<file path="src/rtl/uart_bridge_pkg.sv">
// rtl/uart_bridge_pkg.sv - opcodes, reply bytes and FSM state encoding for the UART memory bridge
//
// Purpose : shared constants and enumerations imported by uart_mem_bridge.
// Contents: OPC_WRITE / OPC_READ request opcodes, OPC_ACK / OPC_ERR reply
//           bytes, state_t (bridge FSM states) and op_t (decoded command).
package uart_bridge_pkg;

  localparam logic [7:0] OPC_WRITE = 8'h57;  // 'W'
  localparam logic [7:0] OPC_READ  = 8'h52;  // 'R'
  localparam logic [7:0] OPC_ACK   = 8'h4B;  // 'K'
  localparam logic [7:0] OPC_ERR   = 8'h3F;  // '?'

  typedef enum logic [2:0] {
    ST_IDLE,
    ST_ADDR,
    ST_DATA,
    ST_MEM,
    ST_TX
  } state_t;

  typedef enum logic [1:0] {
    OP_WRITE,
    OP_READ,
    OP_BAD
  } op_t;

endpackage

</file>
<file path="src/rtl/uart_mem_bridge.sv">
// rtl/uart_mem_bridge.sv - byte-serial UART command bridge to a 32-bit memory port
//
// Purpose : decodes 'W' addr[4] data[4] / 'R' addr[4] commands from a UART
//           receiver, performs one memory access and replies 'K', four read
//           data bytes (MSB first) or '?' for an unknown opcode.
// Ports   : clk, rst (sync, active-high)
//           uart_full/uart_dout/uart_re   - receive side, uart_re pops a byte
//           uart_empty/uart_we/uart_din   - transmit side, uart_we starts a byte
//           mem_addr/mem_wdata/mem_we/mem_re/mem_ready/mem_rdata - memory port
//           busy                          - high whenever the FSM is not idle
module uart_mem_bridge
  import uart_bridge_pkg::*;
#(
  parameter int TIMEOUT_CLKS = 100000
) (
  input  logic        clk,
  input  logic        rst,
  input  logic        uart_full,
  input  logic [7:0]  uart_dout,
  output logic        uart_re,
  input  logic        uart_empty,
  output logic        uart_we,
  output logic [7:0]  uart_din,
  output logic [31:0] mem_addr,
  output logic [31:0] mem_wdata,
  output logic        mem_we,
  output logic        mem_re,
  input  logic        mem_ready,
  input  logic [31:0] mem_rdata,
  output logic        busy
);

  localparam int TW = ($clog2(TIMEOUT_CLKS) < 1) ? 1 : $clog2(TIMEOUT_CLKS);

  state_t          state;
  op_t             op;
  logic [1:0]      byte_idx;   // operand byte index, reused as reply byte index
  logic [31:0]     rdata_q;
  logic [TW-1:0]   tout;
  logic            rx_gap;
  logic            tx_gap;
  logic            take;
  logic            tx_last;
  logic [7:0]      tx_byte;

  // A byte is only taken when neither the pop pulse nor the cycle after it is
  // active, so the UART has time to update uart_full/uart_dout.
  assign take = uart_full && !uart_re && !rx_gap;
  assign busy = (state != ST_IDLE);

  always_comb begin
    tx_byte = OPC_ACK;
    tx_last = 1'b1;
    case (op)
      OP_READ: begin
        tx_last = (byte_idx == 2'd3);
        case (byte_idx)
          2'd0:    tx_byte = rdata_q[31:24];
          2'd1:    tx_byte = rdata_q[23:16];
          2'd2:    tx_byte = rdata_q[15:8];
          default: tx_byte = rdata_q[7:0];
        endcase
      end
      OP_BAD:  tx_byte = OPC_ERR;
      default: tx_byte = OPC_ACK;
    endcase
  end

  always_ff @(posedge clk) begin
    if (rst) begin
      state     <= ST_IDLE;
      op        <= OP_BAD;
      byte_idx  <= 2'd0;
      rdata_q   <= 32'h0;
      tout      <= '0;
      rx_gap    <= 1'b0;
      tx_gap    <= 1'b0;
      uart_re   <= 1'b0;
      uart_we   <= 1'b0;
      uart_din  <= 8'h00;
      mem_addr  <= 32'h0;
      mem_wdata <= 32'h0;
      mem_we    <= 1'b0;
      mem_re    <= 1'b0;
    end else begin
      uart_re <= 1'b0;
      uart_we <= 1'b0;
      rx_gap  <= uart_re;
      tx_gap  <= uart_we;
      case (state)
        ST_IDLE: begin
          if (take) begin
            uart_re  <= 1'b1;
            byte_idx <= 2'd0;
            tout     <= '0;
            if (uart_dout == OPC_WRITE) begin
              op    <= OP_WRITE;
              state <= ST_ADDR;
            end else if (uart_dout == OPC_READ) begin
              op    <= OP_READ;
              state <= ST_ADDR;
            end else begin
              op    <= OP_BAD;
              state <= ST_TX;
            end
          end
        end
        ST_ADDR, ST_DATA: begin
          if (take) begin
            uart_re  <= 1'b1;
            tout     <= '0;
            byte_idx <= byte_idx + 2'd1;
            // Operands shift in from the LSB so the first byte ends up in 31:24.
            if (state == ST_ADDR) mem_addr  <= {mem_addr[23:0], uart_dout};
            else                  mem_wdata <= {mem_wdata[23:0], uart_dout};
            if (byte_idx == 2'd3) begin
              if (state == ST_DATA) begin
                mem_we <= 1'b1;
                state  <= ST_MEM;
              end else if (op == OP_WRITE) begin
                state <= ST_DATA;
              end else begin
                mem_re <= 1'b1;
                state  <= ST_MEM;
              end
            end
          end else if (tout == TW'(TIMEOUT_CLKS - 1)) begin
            // Abandon the command silently; the next command reloads all operands.
            state <= ST_IDLE;
          end else begin
            tout <= tout + TW'(1);
          end
        end
        ST_MEM: begin
          if (mem_ready) begin
            mem_we   <= 1'b0;
            mem_re   <= 1'b0;
            byte_idx <= 2'd0;
            state    <= ST_TX;
            if (mem_re) rdata_q <= mem_rdata;
          end
        end
        ST_TX: begin
          if (uart_empty && !uart_we && !tx_gap) begin
            uart_we  <= 1'b1;
            uart_din <= tx_byte;
            if (tx_last) state <= ST_IDLE;
            else         byte_idx <= byte_idx + 2'd1;
          end
        end
        default: state <= ST_IDLE;
      endcase
    end
  end

endmodule

</file>
<file path="config.mk">
export PLATFORM = sky130hd
export DESIGN_NAME = uart_mem_bridge
export DESIGN_NICKNAME = d
export VERILOG_FILES = /design/src/rtl/uart_bridge_pkg.sv /design/src/rtl/uart_mem_bridge.sv
export SDC_FILE = /design/constraint.sdc
export NUM_CORES = 1
export LEC_CHECK = 0
export BUFFER_PORTS_ARGS = -buffer_cell sky130_fd_sc_hd__buf_2
export CAP_MARGIN = 20
export CORE_UTILIZATION = 40
export CTS_CLUSTER_SIZE = 24
export DETAILED_ROUTE_END_ITERATION = 7
export PLACE_DENSITY = 0.73
export RECOVER_POWER = 50
export SETUP_SLACK_MARGIN = 0.02
export SLEW_MARGIN = 30
export SYNTH_ARGS = -nofsm -noshare
export SYNTH_HDL_FRONTEND = slang
export SYNTH_SLANG_ARGS = --single-unit
</file>
<file path="constraint.sdc">
create_clock -name clk -period 1.85 [get_ports clk]
set_input_delay 0.2775 -clock clk [delete_from_list [all_inputs] [get_ports clk]]
set_output_delay 0.2775 -clock clk [all_outputs]
set_load 0.1 [all_outputs]
</file>
== After elaboration in Yosys (flattened, before gate mapping) ==
Index checks and enable logic that the tools add are counted.
W data, S select, Z words.

* Reductions and logical operators: 29
* Add/sub/neg operators: 2
* Eq/ne operators: 25
* Multiplexer cells: 39
* Bitwise gates (word level): 3

{| class="wikitable"
|+ Operators by type and width
! operator !! number
|-
| $mux W17 || 3
|-
| $pmux W17 S2 || 1
|-
| $mux W3 || 9
|-
| $pmux W8 S3 || 1
|-
| $ne A2 B2 Y1 const B || 10
|-
| $reduce_and A6 Y1 || 3
|-
| $add A17 B1 Y17 const B || 1
|-
| $eq A17 B17 Y1 const B || 1
|-
| $eq A8 B7 Y1 const B || 2
|-
| $pmux W8 S2 || 1
|-
| $mux W2 || 7
|-
| $mux W1 || 13
|-
| $pmux W3 S4 || 1
|-
| $reduce_and A3 Y1 || 4
|-
| $ne A3 B3 Y1 const B || 3
|-
| $pmux W2 S4 || 1
|-
| $eq A2 B2 Y1 const B || 3
|-
| $eq A3 B2 Y1 const B || 2
|-
| $reduce_or A2 Y1 || 3
|-
| $reduce_and A5 Y1 || 1
|-
| $eq A2 B1 Y1 const B || 2
|-
| $logic_and A1 B1 Y1 || 4
|-
| $logic_not A1 Y1 || 4
|-
| $logic_not A2 Y1 || 2
|-
| 11 further kinds || 16
|}

* Register bits after elaboration: 134
* Word-level logic and storage cells: 112
* Input bits: 45
* Output and inout port bits: 77

== Depth between registers and ports, before layout ==
Gate-level depths: netlist of the first run.

* Word-level depth: 6
* Gate-level depth with buffers: 8
* Depth with buffers taken out: 7

== Worst setup path before layout of the first run ==
Ideal clock, no wire load.

* Kind: reg-to-reg
* From: register uart_re
* To: register tout[14]
* Required time: 1.779 ns
* Setup slack: -0.647 ns
* Arrival time: 2.427 ns
* Cell stages (with the launch flop): 7
* Setup time: 0.071 ns
* Cell sequence: dfxtp_1 -> or3b_1 -> buf_6 -> a211o_1 -> a21o_4 -> or4_1 -> a21oi_1

* Word-level cells in the longest chain between the ends: 5
* Elaborated cells on any way between the ends: 8

{| class="wikitable"
|+ Ends and longest elaborated chain
! what !! line !! RTL
|-
| start, declared || uart_mem_bridge.sv:20 || <nowiki>output logic uart_re,</nowiki>
|-
| start signal, assigned || uart_mem_bridge.sv:78 || <nowiki>uart_re <= 1'b0;</nowiki>
|-
| start signal, assigned || uart_mem_bridge.sv:86 || <nowiki>uart_re <= 1'b0;</nowiki>
|-
| start signal, assigned || uart_mem_bridge.sv:93 || <nowiki>uart_re <= 1'b1;</nowiki>
|-
| $logic_not A1 Y1 * || uart_mem_bridge.sv:48 || <nowiki>assign take = uart_full && !uart_re && !rx_gap;</nowiki>
|-
| $logic_and A1 B1 Y1 * (2 in a row) || uart_mem_bridge.sv:48 ||
|-
| $ne A3 B3 Y1 (no line), or another cell as far along || -- ||
|-
| $reduce_and A3 Y1 (no line) / $pmux W17 S2 (equally long branches) || -- ||
|-
| end signal, assigned || uart_mem_bridge.sv:131 || <nowiki>tout <= tout + TW'(1);</nowiki>
|-
| end, declared || uart_mem_bridge.sv:39 || <nowiki>logic [TW-1:0] tout;</nowiki>
|}

Every way passes the cells marked *; elsewhere a longest branch is shown, timed or not.
A chain may end at the register's enable or synchronous reset.

== Final worst setup path of the first run ==
Same ends and word-level chain as after synthesis.

==> flow_summary.toml, run 1 <==
[pwr]
ir_drop_mv = 0.6810
clockPowerShare_pct = 46.1
p_seq_share_pct = 41.3
p_int_mw = 5.468
p_switching_mw = 1.729
combPwrFrac_pct = 12.6
report.power.total_mw = 7.197
p_leak_nw = 2.920
power_density_nw_per_um2 = 950.9
swShare_pct = 24.02

[hold_path]
worstHoldPathType = "in -> reg"
min_path_cells = 3
min_from = "mem_rdata[3]"
worstHoldEndpoint = "rdata_q[3]$_SDFFE_PP0P_"

[floorplan]
io_pins = 122
fp.coreArea_sq_um = 13350
die_x_um = 119.3
start_util_pct = 41.25
die_area_sq_um = 14240
placementRows = 42
chipHeight_um = 119.3

[sta]
rsz0062_at_grt = "yes"
slew_violations = 0
fin_worst_skew_ns = 0.005611
tightestPinTransition_ns = 0.6021
finalCriticalPeriod_ns = 1.949
worst_slack_ns = -0.09874
maxSlewHeadroom_pct = 59.86
report.final.hold_viol_count = 0
max_freq_mhz = 513.2
fin_crit_sh_pct = 105.3
setup_violations = 38

[synth]
syn_inst = 705
ys_types = 54
synth-seq-cells = 134
syn-cell-area_sq_um = 5507
ys.flop_type = "dfxtp_1"
ys_seq_area_share_pct = 48.72
ys_warn_count = 0
synth_fp_nets = 758
async_flop_share_pct = 0
avgSynthCellArea_sq_um = 7.811
synth_edf_count = 0

[detailed_routing]
detail-route-antenna-nets = 0
routed_wl_um = 14990
route.detailed.drc = 0
wl_per_cell_um = 14.33
drt-pass1-iter-count = 5
drtIter0Drc = 444
avgViaCountPerCell = 5.094
vias = 5328

[worst_setup_path]
cp_max_fo = 6
criticalPathCategory = "reg -> reg"
worst_ep_required_time_ns = 2.20
r2r_end = "tout[14]$_SDFFE_PP0P_"
reg2regPathDepth = 5
endpoint_kind = "register"
r2r_start = "uart_re$_SDFF_PP0_"
cp-start-kind = "register"
r2r_slack_ns = -0.1
arrival_ns = 2.30

[layout]
synthToLayoutAreaGrowth_pct = 37.45
design_area_sq_um = 7569
num_antenna_cells = 0
fillers = 1286
fin_util_pct = 56.70
drive_gt1_share_pct = 30.34
nets = 915

[clock_tree]
cts_tree = "done"
cts_root_buf = "clkbuf_16"
numCtsBuffers = 17
clkTransAtPathRegs_ns = 0.05
hold_buffers = 0
cts_htree_levels = 4
cts_buffer_depth = 2
cts_sinks = 134
clkLatencyLatePin_ns = 0.42

[placement]
numPortBuffers = 121
dpl.hpwl_um = 9520
placed_area_sq_um = 6651
place.gp.congestion = 0.8592

[grt]
grt_max_degree = 123
grt_util_all_layers_pct = 20.89
grt_pass1_vias = 4913
antenna_found_initial = 0
grt_overflow = 0
grt_pass1_wl_um = 23720

[outcome]
status = "complete, but fails checks"
violations = "setup timing"

[flow_run]
maxCapViolCount = 0
==> timing repair <==
action / in CTS / in global routing
buffers inserted: 4 / 2
endpoints found under the setup margin: 11 / 120
endpoints found under the hold margin: 0 / 0
resized for setup: 13 / 47
gates cloned: 0 / 4
pin swaps: 2 / 10
==> layout make-up <==
cell class	instances	area [sq um]	area share, %
well taps	176	220.2	2.910
repair buffers	188	1245	16.45
clock inverters	4	97.59	1.289
inverters	9	33.78	0.4464
multi-input cells	512	2795	36.93
flip-flops and latches	134	2699	35.66
clock buffers	23	478.0	6.315
==> cell usage after synthesis (2+ instances only) <==
cell / count / area [sq um]
and4_1: 2 / 17.52
or3b_2: 3 / 26.28
or3_1: 5 / 31.28
nor3_1: 7 / 35.03
a222oi_1: 8 / 80.08
o21ai_0: 23 / 115.1
ha_1: 8 / 100.1
and2_1: 3 / 18.77
a311oi_1: 5 / 43.79
a211o_1: 2 / 17.52
dfxtp_1: 134 / 2683
a2bb2oi_1: 3 / 26.28
nor2b_1: 6 / 37.54
o211ai_1: 3 / 22.52
xnor2_1: 2 / 17.52
nand2_1: 222 / 833.3
clkbuf_1: 47 / 176.4
a21oi_1: 124 / 620.6
a211oi_1: 2 / 15.01
nor3b_1: 2 / 15.01
nor4bb_1: 2 / 20.02
or2_2: 4 / 25.02
mux2i_1: 2 / 20.02
a31oi_1: 3 / 18.77
o31ai_1: 3 / 22.52
nor2_1: 26 / 97.59
inv_1: 8 / 30.03
and3_1: 2 / 12.51
nand2b_1: 2 / 12.51
or4_1: 4 / 30.03
nor4b_1: 2 / 17.52
nand4_1: 3 / 18.77
nand3_1: 12 / 60.06
==> sequential cells by signal (all words and copies together), names as in the netlist, 2 cells and up <==
signal / count
byte_idx: 2
rdata_q: 32
mem_wdata: 32
uart_din: 8
mem_addr: 32
state: 3
op: 2
tout: 17
==> cells by family (layout without fill, tap and decap cells) <==
kind of cell | Yosys count | count (layout) | synth area share [%]
AND/OR/NAND/NOR | 311 | 311 | 24.45
AO/OA/AOI/OAI | 187 | 187 | 19.79
flip-flops | 134 | 134 | 48.72
buffers and inverters | 59 | 224 | 4.181
adder cells (fa/ha/maj) | 8 | 8 | 1.818
XOR/XNOR | 3 | 3 | 0.4773
multiplexers | 3 | 3 | 0.5681
==> through the flow <==
step	setup TNS (ns)	hold WS [ns]	cells	setup slack (ns)
floorplan	-3.939	0.3864	705	-0.2347
global placement	-0.7633	0.4392	1010	-0.1218
detailed placement	-1.237	0.4432	1010	-0.1575
CTS	-0.4043	0.08271	1041	-0.07401
global route	-3.928	0.09638	1046	-0.1294
finish	-1.045	0.09391	1046	-0.09874
==> power by group through the flow <==
stage	clock network (mW)	logic, mW	registers [mW]
global placement	0	0.789	3.03
CTS	3.38	0.845	2.97
detailed placement	0	0.796	3.03
finish	3.32	0.904	2.97
global route	3.49	0.961	2.98
floorplan	0	0.341	3.19
==> per-layer routing <==
metal	track usage (%)	wire (um)	up-vias
met2	32.38	7140	132
met4	8.984	259	0
met1	27.58	6868	2456
met5	0	0	-
li1	-	-	2718
met3	5.125	723	22
==> worst max-delay path: stages (launching register included) <==
cell and delay (ns):
dfxtp_4 0.34, or3b_4 0.40, a211o_1 0.31, a21o_4 0.23
or4_4 0.49, a21oi_2 0.12
==> worst max-delay path by stage <==
stage	from	end	slack, ns	cells after the start
4_1_cts	uart_re$_SDFF_PP0_	byte_idx[1]$_SDFFE_PP0P_	-0.07	6
3_3_place_gp	uart_full	byte_idx[1]$_SDFFE_PP0P_	-0.12	7
6_report	uart_re$_SDFF_PP0_	tout[14]$_SDFFE_PP0P_	-0.1	5
5_1_grt	uart_re$_SDFF_PP0_	tout[14]$_SDFFE_PP0P_	-0.13	5
3_5_place_dp	uart_full	tout[14]$_SDFFE_PP0P_	-0.16	6
2_1_floorplan	uart_re$_SDFF_PP0_	tout[14]$_SDFFE_PP0P_	-0.23	6
==> placed cells by master, fill, tap and decap left out, types with 3 or more instances in the layout <==
master	n
or3b_4	3
nor2b_1	5
dfxtp_1	127
a2bb2oi_1	3
buf_4	47
clkbuf_1	5
nand4_1	3
nand2_1	220
a21oi_1	112
buf_2	45
nor2_1	24
buf_6	11
or3_4	3
a21oi_2	11
or2_2	4
inv_1	8
a222oi_1	8
dfxtp_4	3
o211ai_1	3
bufinv_16	3
nand3_1	11
dfxtp_2	4
ha_1	7
o21ai_1	7
nor3_1	4
a311oi_1	4
clkbuf_16	20
a31oi_1	3
clkbuf_8	3
clkbuf_2	76
buf_12	4
o21ai_0	15
Note: power is estimated with default switching activity, not from simulation.
==> inputs of run 2 (changes only) <==
--- a/config.mk
+++ b/config.mk
@@ -10,7 +10,8 @@
 export CORE_UTILIZATION = 40
 export CTS_CLUSTER_SIZE = 24
 export DETAILED_ROUTE_END_ITERATION = 7
-export PLACE_DENSITY = 0.73
+export HOLD_SLACK_MARGIN = 0.12
+export PLACE_DENSITY = 0.74
 export RECOVER_POWER = 50
 export SETUP_SLACK_MARGIN = 0.02
 export SLEW_MARGIN = 30
==> constraint.sdc (replaced) <==
create_clock -name clk -period 1.85 [get_ports clk]
set_input_delay 0 -clock clk [delete_from_list [all_inputs] [get_ports clk]]
set_output_delay 0 -clock clk [all_outputs]
set_load 0.1 [all_outputs]
==> run 2 against run 1 <==
Effect of this change: the flow still finishes with violations (setup timing); via count grew 3.8%; count of clock-buffer cells in the layout up 1; fmax is 1.7% higher; sequential share of layout area shrank 0.84 points.
==> flow_summary.toml, run 2 (synthesis results as in run 1) <==
[outcome]
status = "complete, but fails checks"
violations = "setup timing"

[detailed_routing]
routed_wl_um = 15450
drt-pass1-iter-count = 7
route.detailed.drc = 0
detail-route-antenna-nets = 0
drtIter0Drc = 297
avgViaCountPerCell = 5.111
vias = 5530
wl_per_cell_um = 14.28

[flow_run]
maxCapViolCount = 0

[floorplan]
start_util_pct = 41.25
placementRows = 42
chipHeight_um = 119.3
fp.coreArea_sq_um = 13350
die_x_um = 119.3
die_area_sq_um = 14240
io_pins = 122

[pwr]
combPwrFrac_pct = 13.3
ir_drop_mv = 0.6971
p_switching_mw = 1.820
p_leak_nw = 2.997
power_density_nw_per_um2 = 908.7
p_seq_share_pct = 42.1
p_int_mw = 5.223
clockPowerShare_pct = 44.5
swShare_pct = 25.84
report.power.total_mw = 7.043

[clock_tree]
cts_sinks = 134
numCtsBuffers = 17
cts_buffer_depth = 2
cts_htree_levels = 4
cts_tree = "done"
clkTransAtPathRegs_ns = 0.06
clkLatencyLatePin_ns = 0.42
cts_root_buf = "clkbuf_16"

[sta]
worst_slack_ns = -0.06529
finalSetupTns_ns = -0.3121
fin_worst_skew_ns = 0.006368
slew_violations = 0
tightestPinTransition_ns = 1.161
max_freq_mhz = 522.1
fin_crit_sh_pct = 103.5
setup_violations = 7
report.final.hold_viol_count = 0
maxSlewHeadroom_pct = 22.91
finalCriticalPeriod_ns = 1.915
rsz0062_at_grt = "yes"

[placement]
numPortBuffers = 121
dpl.hpwl_um = 9760
preCtsSetupSlack_ns = -0.09487
place.gp.congestion = 0.8512

[layout]
layout_commonest_cell = "nand2_1"
top_regs = "mem_addr: 32 flops, mem_wdata: 32 flops, rdata_q: 32 flops"
drive_gt1_share_pct = 27.37
synthToLayoutAreaGrowth_pct = 40.76
num_antenna_cells = 0
fin_util_pct = 58.07
final_cell_mix = "221 x nand2_1, 123 x dfxtp_1, 119 x a21oi_1, 76 x clkbuf_2, 45 x buf_4"
nets = 947

[worst_setup_path]
worst_ep_required_time_ns = 2.20
cp_cell_sequence = "or3b_4, a211o_1, a21o_4, or4_1, a21oi_1"
cp_max_fo = 9
cp-start-kind = "register"
arrival_ns = 2.27
max_stage_delay_ns = 0.47
criticalPathCategory = "reg -> reg"
endpoint_kind = "register"
critPathSlowestCell = "or4_1"

[grt]
grt_overflow = 0
grt_max_degree = 123
grt_pass1_vias = 5089
grt_pass1_wl_um = 24810
grt_util_all_layers_pct = 21.92
antenna_found_initial = 0

[hold_path]
worstHoldPathType = "in -> reg"
run 2: changes by cell type in the layout (fill, tap and decap cells not counted), moves of 3 or more:
cell           change
dlygate4sd3_1     +41
or3_1              +3
dfxtp_2            +6
clkinv_2           +3
or3_4              -3
dfxtp_1            -4
a21oi_1            +7
buf_6              -7
a21oi_2            -5
clkbuf_8           +3
bufinv_16          -3
run 2: timing repair:
action	CTS	global route
gates resized for setup	9	26
endpoints found under the hold margin	52	0
cloned	0	1
setup endpoints to repair	9	80
buffers inserted	2	2
pin swaps	2	15
hold buffers	41	0
run 2: power by group through the flow:
| stage | registers (mW) | logic (mW) | clock network, mW |
|---|---|---|---|
| after floorplan | 3.19 | 0.341 | 0 |
| after global placement | 3.02 | 0.776 | 0 |
| after detailed placement | 3.02 | 0.783 | 0 |
| after CTS | 2.96 | 0.897 | 3.18 |
| after global routing | 2.97 | 1.00 | 3.33 |
| final | 2.97 | 0.940 | 3.14 |
run 2: cell type report:
class                           count  area, sq um
Multi-Input combinational cell    512         2690
Timing Repair Buffer              220         1553
Fill cell                        1198         5597
Clock inverter                      7        43.79
Clock buffer                       24        511.7
Tap cell                          176        220.2
Sequential cell                   134         2699
Inverter                            9        33.78
run 2: per-stage QoR:
step	area [sq um]	instances	hold WS, ns
after CTS	7670	1080	0.1229
after global routing	7751	1082	0.1316
after global placement	6646	1006	0.2419
after floorplan	5549	705	0.1089
after detailed placement	6646	1006	0.2453
final	7751	1082	0.1190
run 2: path summary, 6_finish.rpt:
check	startpoint	end	slack (ns)	depth (start not counted)
max	uart_re$_SDFF_PP0_	tout[14]$_SDFFE_PP0P_	-0.07	5
min	rst	mem_addr[16]$_SDFFE_PP0P_	0.12	3
max reg2reg	uart_re$_SDFF_PP0_	tout[14]$_SDFFE_PP0P_	-0.07	5
min reg2reg	mem_addr[29]$_SDFFE_PP0P_	mem_addr[29]$_SDFFE_PP0P_	0.45	2
run 2: routing by layer:
| metal | GRT usage (%) | wire length (um) | share of wire [%] |
|---|---|---|---|
| met1 | 27.98 | 6903 | 45 |
| met2 | 34.19 | 7413 | 48 |
| met3 | 5.747 | 673 | 4.4 |
| met4 | 10.78 | 456 | 3.0 |
| met5 | 0 | 0 | 0 |
run 2: worst max-delay path, delay by kind of cell, from the launching register on:
kind | cells | cell delay, ns
flops | 1 | 0.33
simple gates | 2 | 0.86
compound gates | 3 | 0.64
